==> src/rtl/wb_arbiter_2m.sv <==
// Two-master Wishbone arbiter with alternating priority and a wait-state timeout.
// The current owner's bus is mirrored to the slave, and a stalled slave is terminated with a bus error.
module wb_arbiter_2m #(
    parameter int unsigned ADR_W   = 8,
    parameter int unsigned DAT_W   = 8,
    parameter int unsigned TIMEOUT = 16
) (
    input  logic             wb_clk_i,
    input  logic             wb_rst_i,
    input  logic             m0_cyc_i,
    input  logic             m0_stb_i,
    input  logic             m0_we_i,
    input  logic [ADR_W-1:0] m0_adr_i,
    input  logic [DAT_W-1:0] m0_dat_i,
    output logic             m0_ack_o,
    input  logic             m1_cyc_i,
    input  logic             m1_stb_i,
    input  logic             m1_we_i,
    input  logic [ADR_W-1:0] m1_adr_i,
    input  logic [DAT_W-1:0] m1_dat_i,
    output logic             m1_ack_o,
    output logic [DAT_W-1:0] m_dat_o,
    output logic             m_err_o,
    output logic             s_cyc_o,
    output logic             s_stb_o,
    output logic             s_we_o,
    output logic [ADR_W-1:0] s_adr_o,
    output logic [DAT_W-1:0] s_dat_o,
    input  logic [DAT_W-1:0] s_dat_i,
    input  logic             s_ack_i,
    output logic [1:0]       gnt_o
);

    typedef enum logic [1:0] {
        IDLE = 2'b00,
        OWN0 = 2'b01,
        OWN1 = 2'b10
    } state_e;

    localparam logic [4:0] TO_CNT = 5'(TIMEOUT);

    state_e     state_q, state_d;
    logic       ptr_q, ptr_d;        // 1: m1 preferred on a simultaneous request
    logic [4:0] cnt_q, cnt_d;

    logic             own_cyc, own_stb, own_we;
    logic [ADR_W-1:0] own_adr;
    logic [DAT_W-1:0] own_dat;
    logic             timeout;

    always_comb begin
        own_cyc = 1'b0;
        own_stb = 1'b0;
        own_we  = 1'b0;
        own_adr = '0;
        own_dat = '0;
        unique case (state_q)
            OWN0: begin
                own_cyc = m0_cyc_i;
                own_stb = m0_stb_i;
                own_we  = m0_we_i;
                own_adr = m0_adr_i;
                own_dat = m0_dat_i;
            end
            OWN1: begin
                own_cyc = m1_cyc_i;
                own_stb = m1_stb_i;
                own_we  = m1_we_i;
                own_adr = m1_adr_i;
                own_dat = m1_dat_i;
            end
            default: ;
        endcase
    end

    assign timeout = own_stb && (cnt_q == TO_CNT);

    always_comb begin
        state_d = state_q;
        ptr_d   = ptr_q;
        unique case (state_q)
            IDLE: begin
                if (m0_cyc_i && m1_cyc_i) state_d = ptr_q ? OWN1 : OWN0;
                else if (m0_cyc_i)        state_d = OWN0;
                else if (m1_cyc_i)        state_d = OWN1;
            end
            OWN0: begin
                if (!m0_cyc_i) begin
                    ptr_d   = 1'b1;
                    state_d = m1_cyc_i ? OWN1 : IDLE;
                end
            end
            OWN1: begin
                if (!m1_cyc_i) begin
                    ptr_d   = 1'b0;
                    state_d = m0_cyc_i ? OWN0 : IDLE;
                end
            end
            default: state_d = IDLE;
        endcase
        // Any handover, ack, idle strobe or timeout restarts the wait count.
        if ((state_d == state_q) && own_stb && !s_ack_i && !timeout) cnt_d = cnt_q + 5'd1;
        else                                                          cnt_d = '0;
    end

    always_ff @(posedge wb_clk_i) begin
        if (!wb_rst_i) begin
            state_q <= IDLE;
            ptr_q   <= 1'b0;
            cnt_q   <= '0;
        end else begin
            state_q <= state_d;
            ptr_q   <= ptr_d;
            cnt_q   <= cnt_d;
        end
    end

    assign gnt_o    = state_q;
    assign s_cyc_o  = own_cyc;
    assign s_stb_o  = own_stb && !timeout;
    assign s_we_o   = own_we;
    assign s_adr_o  = own_adr;
    assign s_dat_o  = own_dat;
    assign m0_ack_o = (state_q == OWN0) && m0_stb_i && (s_ack_i || timeout);
    assign m1_ack_o = (state_q == OWN1) && m1_stb_i && (s_ack_i || timeout);
    assign m_err_o  = timeout;
    assign m_dat_o  = timeout ? '1 : s_dat_i;

endmodule

==> config.mk <==
export PLATFORM = sky130hd
export DESIGN_NAME = wb_arbiter_2m
export DESIGN_NICKNAME = d
export VERILOG_FILES = /design/src/rtl/wb_arbiter_2m.sv
export SDC_FILE = /design/constraint.sdc
export NUM_CORES = 1
export LEC_CHECK = 0
export ABC_AREA = 1
export BUFFER_PORTS_ARGS = -buffer_cell sky130_fd_sc_hd__buf_4
export CORE_ASPECT_RATIO = 1.5
export CORE_UTILIZATION = 36
export CTS_BUF_LIST = sky130_fd_sc_hd__clkbuf_16
export DETAILED_ROUTE_END_ITERATION = 10
export PLACE_DENSITY = 0.84
export SLEW_MARGIN = 20
export SYNTH_ARGS = -nofsm -noshare
export SYNTH_HDL_FRONTEND = slang
export SYNTH_SLANG_ARGS = --single-unit
==> constraint.sdc <==
create_clock -name wb_clk_i -period 1.6 [get_ports wb_clk_i]
set_input_delay 0.08 -clock wb_clk_i [delete_from_list [all_inputs] [get_ports wb_clk_i]]
set_output_delay 0.08 -clock wb_clk_i [all_outputs]
set_load 0.005 [all_outputs]
-- After elaboration in Yosys (flattened, before gate mapping)
Cells that the tools add are included.
- muxes and demuxes: 18
- eq/ne operators: 6
- reduce and logical (&&, ||, !) cells: 17
- add/sub/neg operators: 1
- operators by type and width (operator ; count):
    one-hot mux 8 bit (2 select lines) ; 2
    2-to-1 mux 2 bit ; 7
    logical AND 1 bit ; 10
    2-to-1 mux 8 bit ; 1
    one-hot mux 1 bit (2 select lines) ; 4
    one-hot mux 2 bit (3 select lines) ; 1
    adder 5 x 1 -> 5 bit, second input constant ; 1
    equality test 5 bit, second input constant ; 1
    inequality test 2 bit, second input constant ; 2
    2-to-1 mux 1 bit ; 3
    AND reduction 3 bit ; 1
    equality test 2 x 1 -> 1 bit, second input constant ; 1
    equality test 2 bit ; 1
    equality test 2 bit, second input constant ; 1
    logical NOT 1 bit ; 2
    logical NOT 2 bit ; 1
    AND reduction 2 bit ; 1
    nonzero test 2 bit ; 1
    logical OR 1 bit ; 1
- register bits after elaboration: 8
- bits of input ports: 49

-- Longest topological paths before layout
- depth after elaboration: 9
- mapped depth: 11
- mapped depth without buffers: 10

-- Worst setup path after synthesis
No wires, ideal clock.
- kind: register to register
- start point: register state_q[0], in the netlist gnt_o[0]
- end point: register cnt_q[0]
- cell stages (with the launch flop): 9
- path buffers: 0
- data arrival time: 1.454 ns
- setup slack: 0.068 ns
- data required time: 1.522 ns
- cells stage by stage: dfxtp_1 -> inv_1 -> ha_1 -> inv_2 -> a21oi_2 -> nand2_1 -> nor3_1 -> nand3_2 -> nor3_1
- cells in the longest elaborated chain, start to end: 9
- elaborated cells on any way between the ends: 17
- those cells by class: 3 x eq/ne; 7 x mux; 7 x reduce/logical
- ends and longest elaborated chain (element ; line ; RTL):
    start, declared ; 42 ; state_e state_q, state_d;
    start signal, assigned ; 112 ; state_q <= state_d;
    2-to-1 mux 2 bit ; 85 ; else if (m1_cyc_i) state_d = OWN1;
    2-to-1 mux 2 bit ; 84 ; else if (m0_cyc_i) state_d = OWN0;
    2-to-1 mux 2 bit ; 83 ; if (m0_cyc_i && m1_cyc_i) state_d = ptr_q ? OWN1 : OWN0;
    one-hot mux 2 bit (3 select lines) ; 81 ; unique case (state_q)
    equality test 2 bit ; 102 ; if ((state_d == state_q) && own_stb && !s_ack_i && !timeout) cnt_d = cnt_q + 5'd1;
    logical AND 1 bit (2 in series) ; 102 ;
    logical AND 1 bit * ; 102 ;
    AND reduction 2 bit (no line) * ; -- ;
    end signal, assigned ; 114 ; cnt_q <= cnt_d;
    end, declared ; 44 ; logic [4:0] cnt_q, cnt_d;
Mark *: on every way between the ends. The rest lies on a longest branch, timed or not.
A chain may end at the register's enable or synchronous reset.

-- Worst setup path in the final report
- start point: register state_q[1], in the netlist gnt_o[1]
- end point: output m0_ack_o
- cells in the longest elaborated chain, start to end: 5
- elaborated cells on any way between the ends: 7
- those cells by class: 2 x eq/ne; 1 x mux; 4 x reduce/logical
- ends and longest elaborated chain (element ; line ; RTL):
    equality test 2 bit / equality test 2 x 1 -> 1 bit (equally long branches) ; 57, 124 ;
    one-hot mux 1 bit (2 select lines) ; 57 ; unique case (state_q)
    logical AND 1 bit ; 76 ; assign timeout = own_stb && (cnt_q == TO_CNT);
    logical OR 1 bit ; 124 ; assign m0_ack_o = (state_q == OWN0) && m0_stb_i && (s_ack_i || timeout);
    logical AND 1 bit * ; 124 ;
    end, declared ; 15 ; output logic m0_ack_o,
Marked as above.

==> results by stage <==
Run status:
- The run finished, with violations left.
- The checks that failed: setup timing.

Worst setup path:
- Along the worst path, the maximum fanout reaches 5.
- The launch point of the worst reg-to-reg path is gnt_o[1].
- For the worst setup path, the data required time is 1.52 ns.
- The endpoint identified for the worst register-to-register timing path is cnt_q[0].
- The startpoint class of the critical path is a flop.
- The worst register-to-register path has a setup slack of -0.13 ns.
- The worst-case reg-to-reg path depth is 9.
- The endpoint class of the critical path is a primary output.
- STA puts the critical path data arrival time at 1.66 ns.
- The category of the critical setup timing path is reg2out.

Placed design:
- The post-DP HPWL is 2.54 mm.
- The count of buffers added on input and output ports is 80.
- Once placement completed, the tool counted placed cells totaling between 200 and 300.
- The last weighted congestion value of the routability-driven placer is 0.840.

Routing:
- Summing over every cut layer, the via total after detailed routing is 1415.
- The routed design has 4.19 mm of wire.
- The initial DRC count is 33.
- The count of nets left with antenna violations once routing finished came out at 0.
- The count of TritonRoute iterations in the first routing pass is 4.
- The DRC violation count after routing is 0.
- The average vias per placed instance is 5.26.
- The final routed wire length divided by cell count is 15.6 um.

Clocking:
- In this run, post-CTS hold repair placed 0 buffers.
- The clock insertion delay at the later pin of the skew report is 0.23 ns.
- TritonCTS built the clock tree.
- In this run the number of H-tree levels came out at 1.
- The total clock buffers created by CTS is 3.
- In this run the deepest clock path goes through 2 buffers.
- The clock root buffer is sky130_fd_sc_hd__clkbuf_16.
- The clock net in this run drives a total of 8 sinks.
- After clock tree synthesis, the clock-pin slew on the worst setup and hold paths is 0.03 ns.

Logic synthesis:
- The distinct cell type count of the synthesized netlist is 23.
- In the post-synthesis netlist, the biggest area contributors are sky130_fd_sc_hd__nand2_1, sky130_fd_sc_hd__dfxtp_1, sky130_fd_sc_hd__a21oi_1.
- The number of nets in the synthesized netlist is about 200.
- The count of yosys warnings during synthesis is 0.
- The instance count of the mapped netlist is 144.
- For this run, the register share of the synthesized area comes to 0.191.
- The share of synthesized area in the top cell type comes to 0.237.
- The flip-flop and latch count after synthesis is 8.
- The cell type with the highest aggregate area in the netlist is sky130_fd_sc_hd__nand2_1.
- After synthesis, the mean cell area works out to 5.83 um2.
- Summing every instance area after synthesis gives 840 um2.

Floorplanning:
- The number of I/O pins is approximately 80.
- Row generation in the floorplan step produced 21 rows.
- The floorplan step set the die width to between 40 and 50 um.
- The region available for standard cell placement spans 2210 um2.
- The die height is 61.1 um.
- For this configuration, the core starts out at a cell density of 0.380.
- The area of the die is approximately 2500 um2.

Global route:
- The number of global-route vias before repair is 1322.
- Entering global routing, the biggest net connects 19 pins.
- The global route total overflow is 0.
- The initial antenna violation count is 0.
- In the global route stage, overall resource usage came out at 0.292.
- The first global-routing pass estimated 5.74 mm of wire.

Power and ir drop:
- The worst ir drop on vdd is approximately 0.56 mV.
- The design draws roughly 1.1 mW.
- For this design the static power due to leakage is 0.902 nW.
- Power spread over the standard cell area amounts to 605 nW/um2.

Finish:
- In the final layout, the share of cells above drive strength 1 is 0.598.
- The number of antenna diodes in the final layout is 0.
- The final cell count without fillers is 269.
- In the final design database the tool counted roughly 300 nets.
- The area growth from synthesis to layout is 125%.
- The post-route core utilization is 0.858.

Worst hold path:
- The startpoint identified for the worst hold timing path is wb_rst_i.
- The worst hold path passes through 3 cells.
- The path with the worst hold slack has its endpoint at ptr_q.
- In this run the worst hold path is classified as in2reg.

Timing:
- Once routing completed, OpenROAD measured the worst setup slack at -0.143 ns.
- The worst pin sits at a relative slew slack of 0.863.
- Setup repair after global routing could not meet its margin everywhere.
- Setup violations remaining at the end of the flow were counted as 16.
- The number of endpoints with negative hold slack in the final report came to 0.
- The fraction of the cycle the final worst path needs is 1.09.
- The routed design could run at a clock period as short as 1.74 ns.
- The highest achievable clock rate is 0.574 GHz.
- The slew at the pin closest to its max-slew limit is approximately 0.20 ns.
- The max-slew violation total from the final report is 0.
- The worst clock skew is 0.00293 ns.
- On the final layout, the worst hold slack is 0.125 ns.

Run:
- The max-capacitance violation count is 0.
-- worst max-delay path, stage by stage (launching register included) --
cell and delay [ns]:
sky130_fd_sc_hd__dfxtp_4 0.38, sky130_fd_sc_hd__inv_6 0.05, sky130_fd_sc_hd__ha_4 0.27, sky130_fd_sc_hd__inv_4 0.04, sky130_fd_sc_hd__a21oi_4 0.15, sky130_fd_sc_hd__inv_2 0.09, sky130_fd_sc_hd__nor2_4 0.14, sky130_fd_sc_hd__nor2_2 0.06
sky130_fd_sc_hd__nor2_1 0.12, sky130_fd_sc_hd__buf_4 0.13
-- worst max-delay path by stage --
| stage | startpoint | to | cells past startpoint |
|---|---|---|---|
| after floorplan | gnt_o[0] | cnt_q[0] | 8 |
| after global placement | gnt_o[1] | cnt_q[2] | 10 |
| after detailed placement | gnt_o[0] | cnt_q[3] | 10 |
| after CTS | gnt_o[1] | m_dat_o[2] | 8 |
| after global routing | gnt_o[0] | m1_ack_o | 9 |
| final | gnt_o[1] | m0_ack_o | 9 |
-- where the power goes --
part / switching [mW] / internal (mW)
clock network: 0.0903 / 0.321
logic: 0.240 / 0.274
registers: 0.0112 / 0.208
-- cells by family (layout without fill, tap and decap cells) --
family / Yosys count / after routing / share of synthesized area
adder cells (fa/ha/maj): 6 / 6 / 0.0894
AO/OA/AOI/OAI: 23 / 23 / 0.151
AND/OR/NAND/NOR: 86 / 87 / 0.447
XOR/XNOR: 3 / 3 / 0.0313
flip-flops: 8 / 8 / 0.191
buffers and inverters: 18 / 119 / 0.0909
-- layout make-up --
class                           count  area (um2)
Sequential cell                     8         169
Fill cell                         141         314
Clock buffer                        3        75.1
Tap cell                           23        28.8
Inverter                           13        58.8
Multi-Input combinational cell    119         747
Timing Repair Buffer              103         815
-- routing by layer --
metal  part of all wire  GRT usage  wire (um)
met1               0.31      0.257       1290
met2               0.54      0.574       2280
met4              0.069      0.212        290
met5                  0          0          0
met3              0.079     0.0733        333
-- cells in the mapped netlist --
cell                       number
sky130_fd_sc_hd__a21oi_1       19
sky130_fd_sc_hd__a21oi_2        1
sky130_fd_sc_hd__a31o_2         1
sky130_fd_sc_hd__a31oi_1        1
sky130_fd_sc_hd__buf_1          2
sky130_fd_sc_hd__buf_2          1
sky130_fd_sc_hd__buf_6          1
sky130_fd_sc_hd__clkbuf_1       1
sky130_fd_sc_hd__dfxtp_1        8
sky130_fd_sc_hd__ha_1           6
sky130_fd_sc_hd__inv_1         12
sky130_fd_sc_hd__inv_2          1
sky130_fd_sc_hd__nand2_1       53
sky130_fd_sc_hd__nand2_2        3
sky130_fd_sc_hd__nand3_1        7
sky130_fd_sc_hd__nand3_2        1
sky130_fd_sc_hd__nor2_1         7
sky130_fd_sc_hd__nor2_2         1
sky130_fd_sc_hd__nor3_1         6
sky130_fd_sc_hd__o211ai_1       1
sky130_fd_sc_hd__or2_2          8
sky130_fd_sc_hd__xnor2_1        1
sky130_fd_sc_hd__xor2_1         2
-- sequential cells by signal (all words and copies together) (netlist names) --
register	count
gnt_o	2
ptr_q	1
cnt_q	5
-- placed cells by master, fill, tap and decap left out, drive strengths merged --
master	netlist	final
xor2	2	2
o211ai	1	1
nor2	8	9
nand2	56	56
dfxtp	8	8
a31o	1	1
nand3	8	8
ha	6	6
a31oi	1	1
inv	13	13
clkbuf	1	3
buf	4	103
or2	8	8
a21oi	20	20
nor3	6	6
xnor2	1	1
-- through the flow --
stage	instance area, um2	setup slack [ns]	TNS, ns
floorplan	840	0.0678	0
global placement	1570	0.0139	0
detailed placement	1570	-0.0436	-0.0611
CTS	1790	-0.0198	-0.100
global route	1890	-0.177	-1.86
finish	1890	-0.143	-1.36
-- timing repair --
item	4_1_cts	5_1_grt
endpoints found under the setup margin	33	32
resized for setup	32	21
pin swaps	5	8
cloned	1	0
endpoints found under the hold margin	0	0
buffers inserted	3	4
Power figures use the tool's default switching activity.
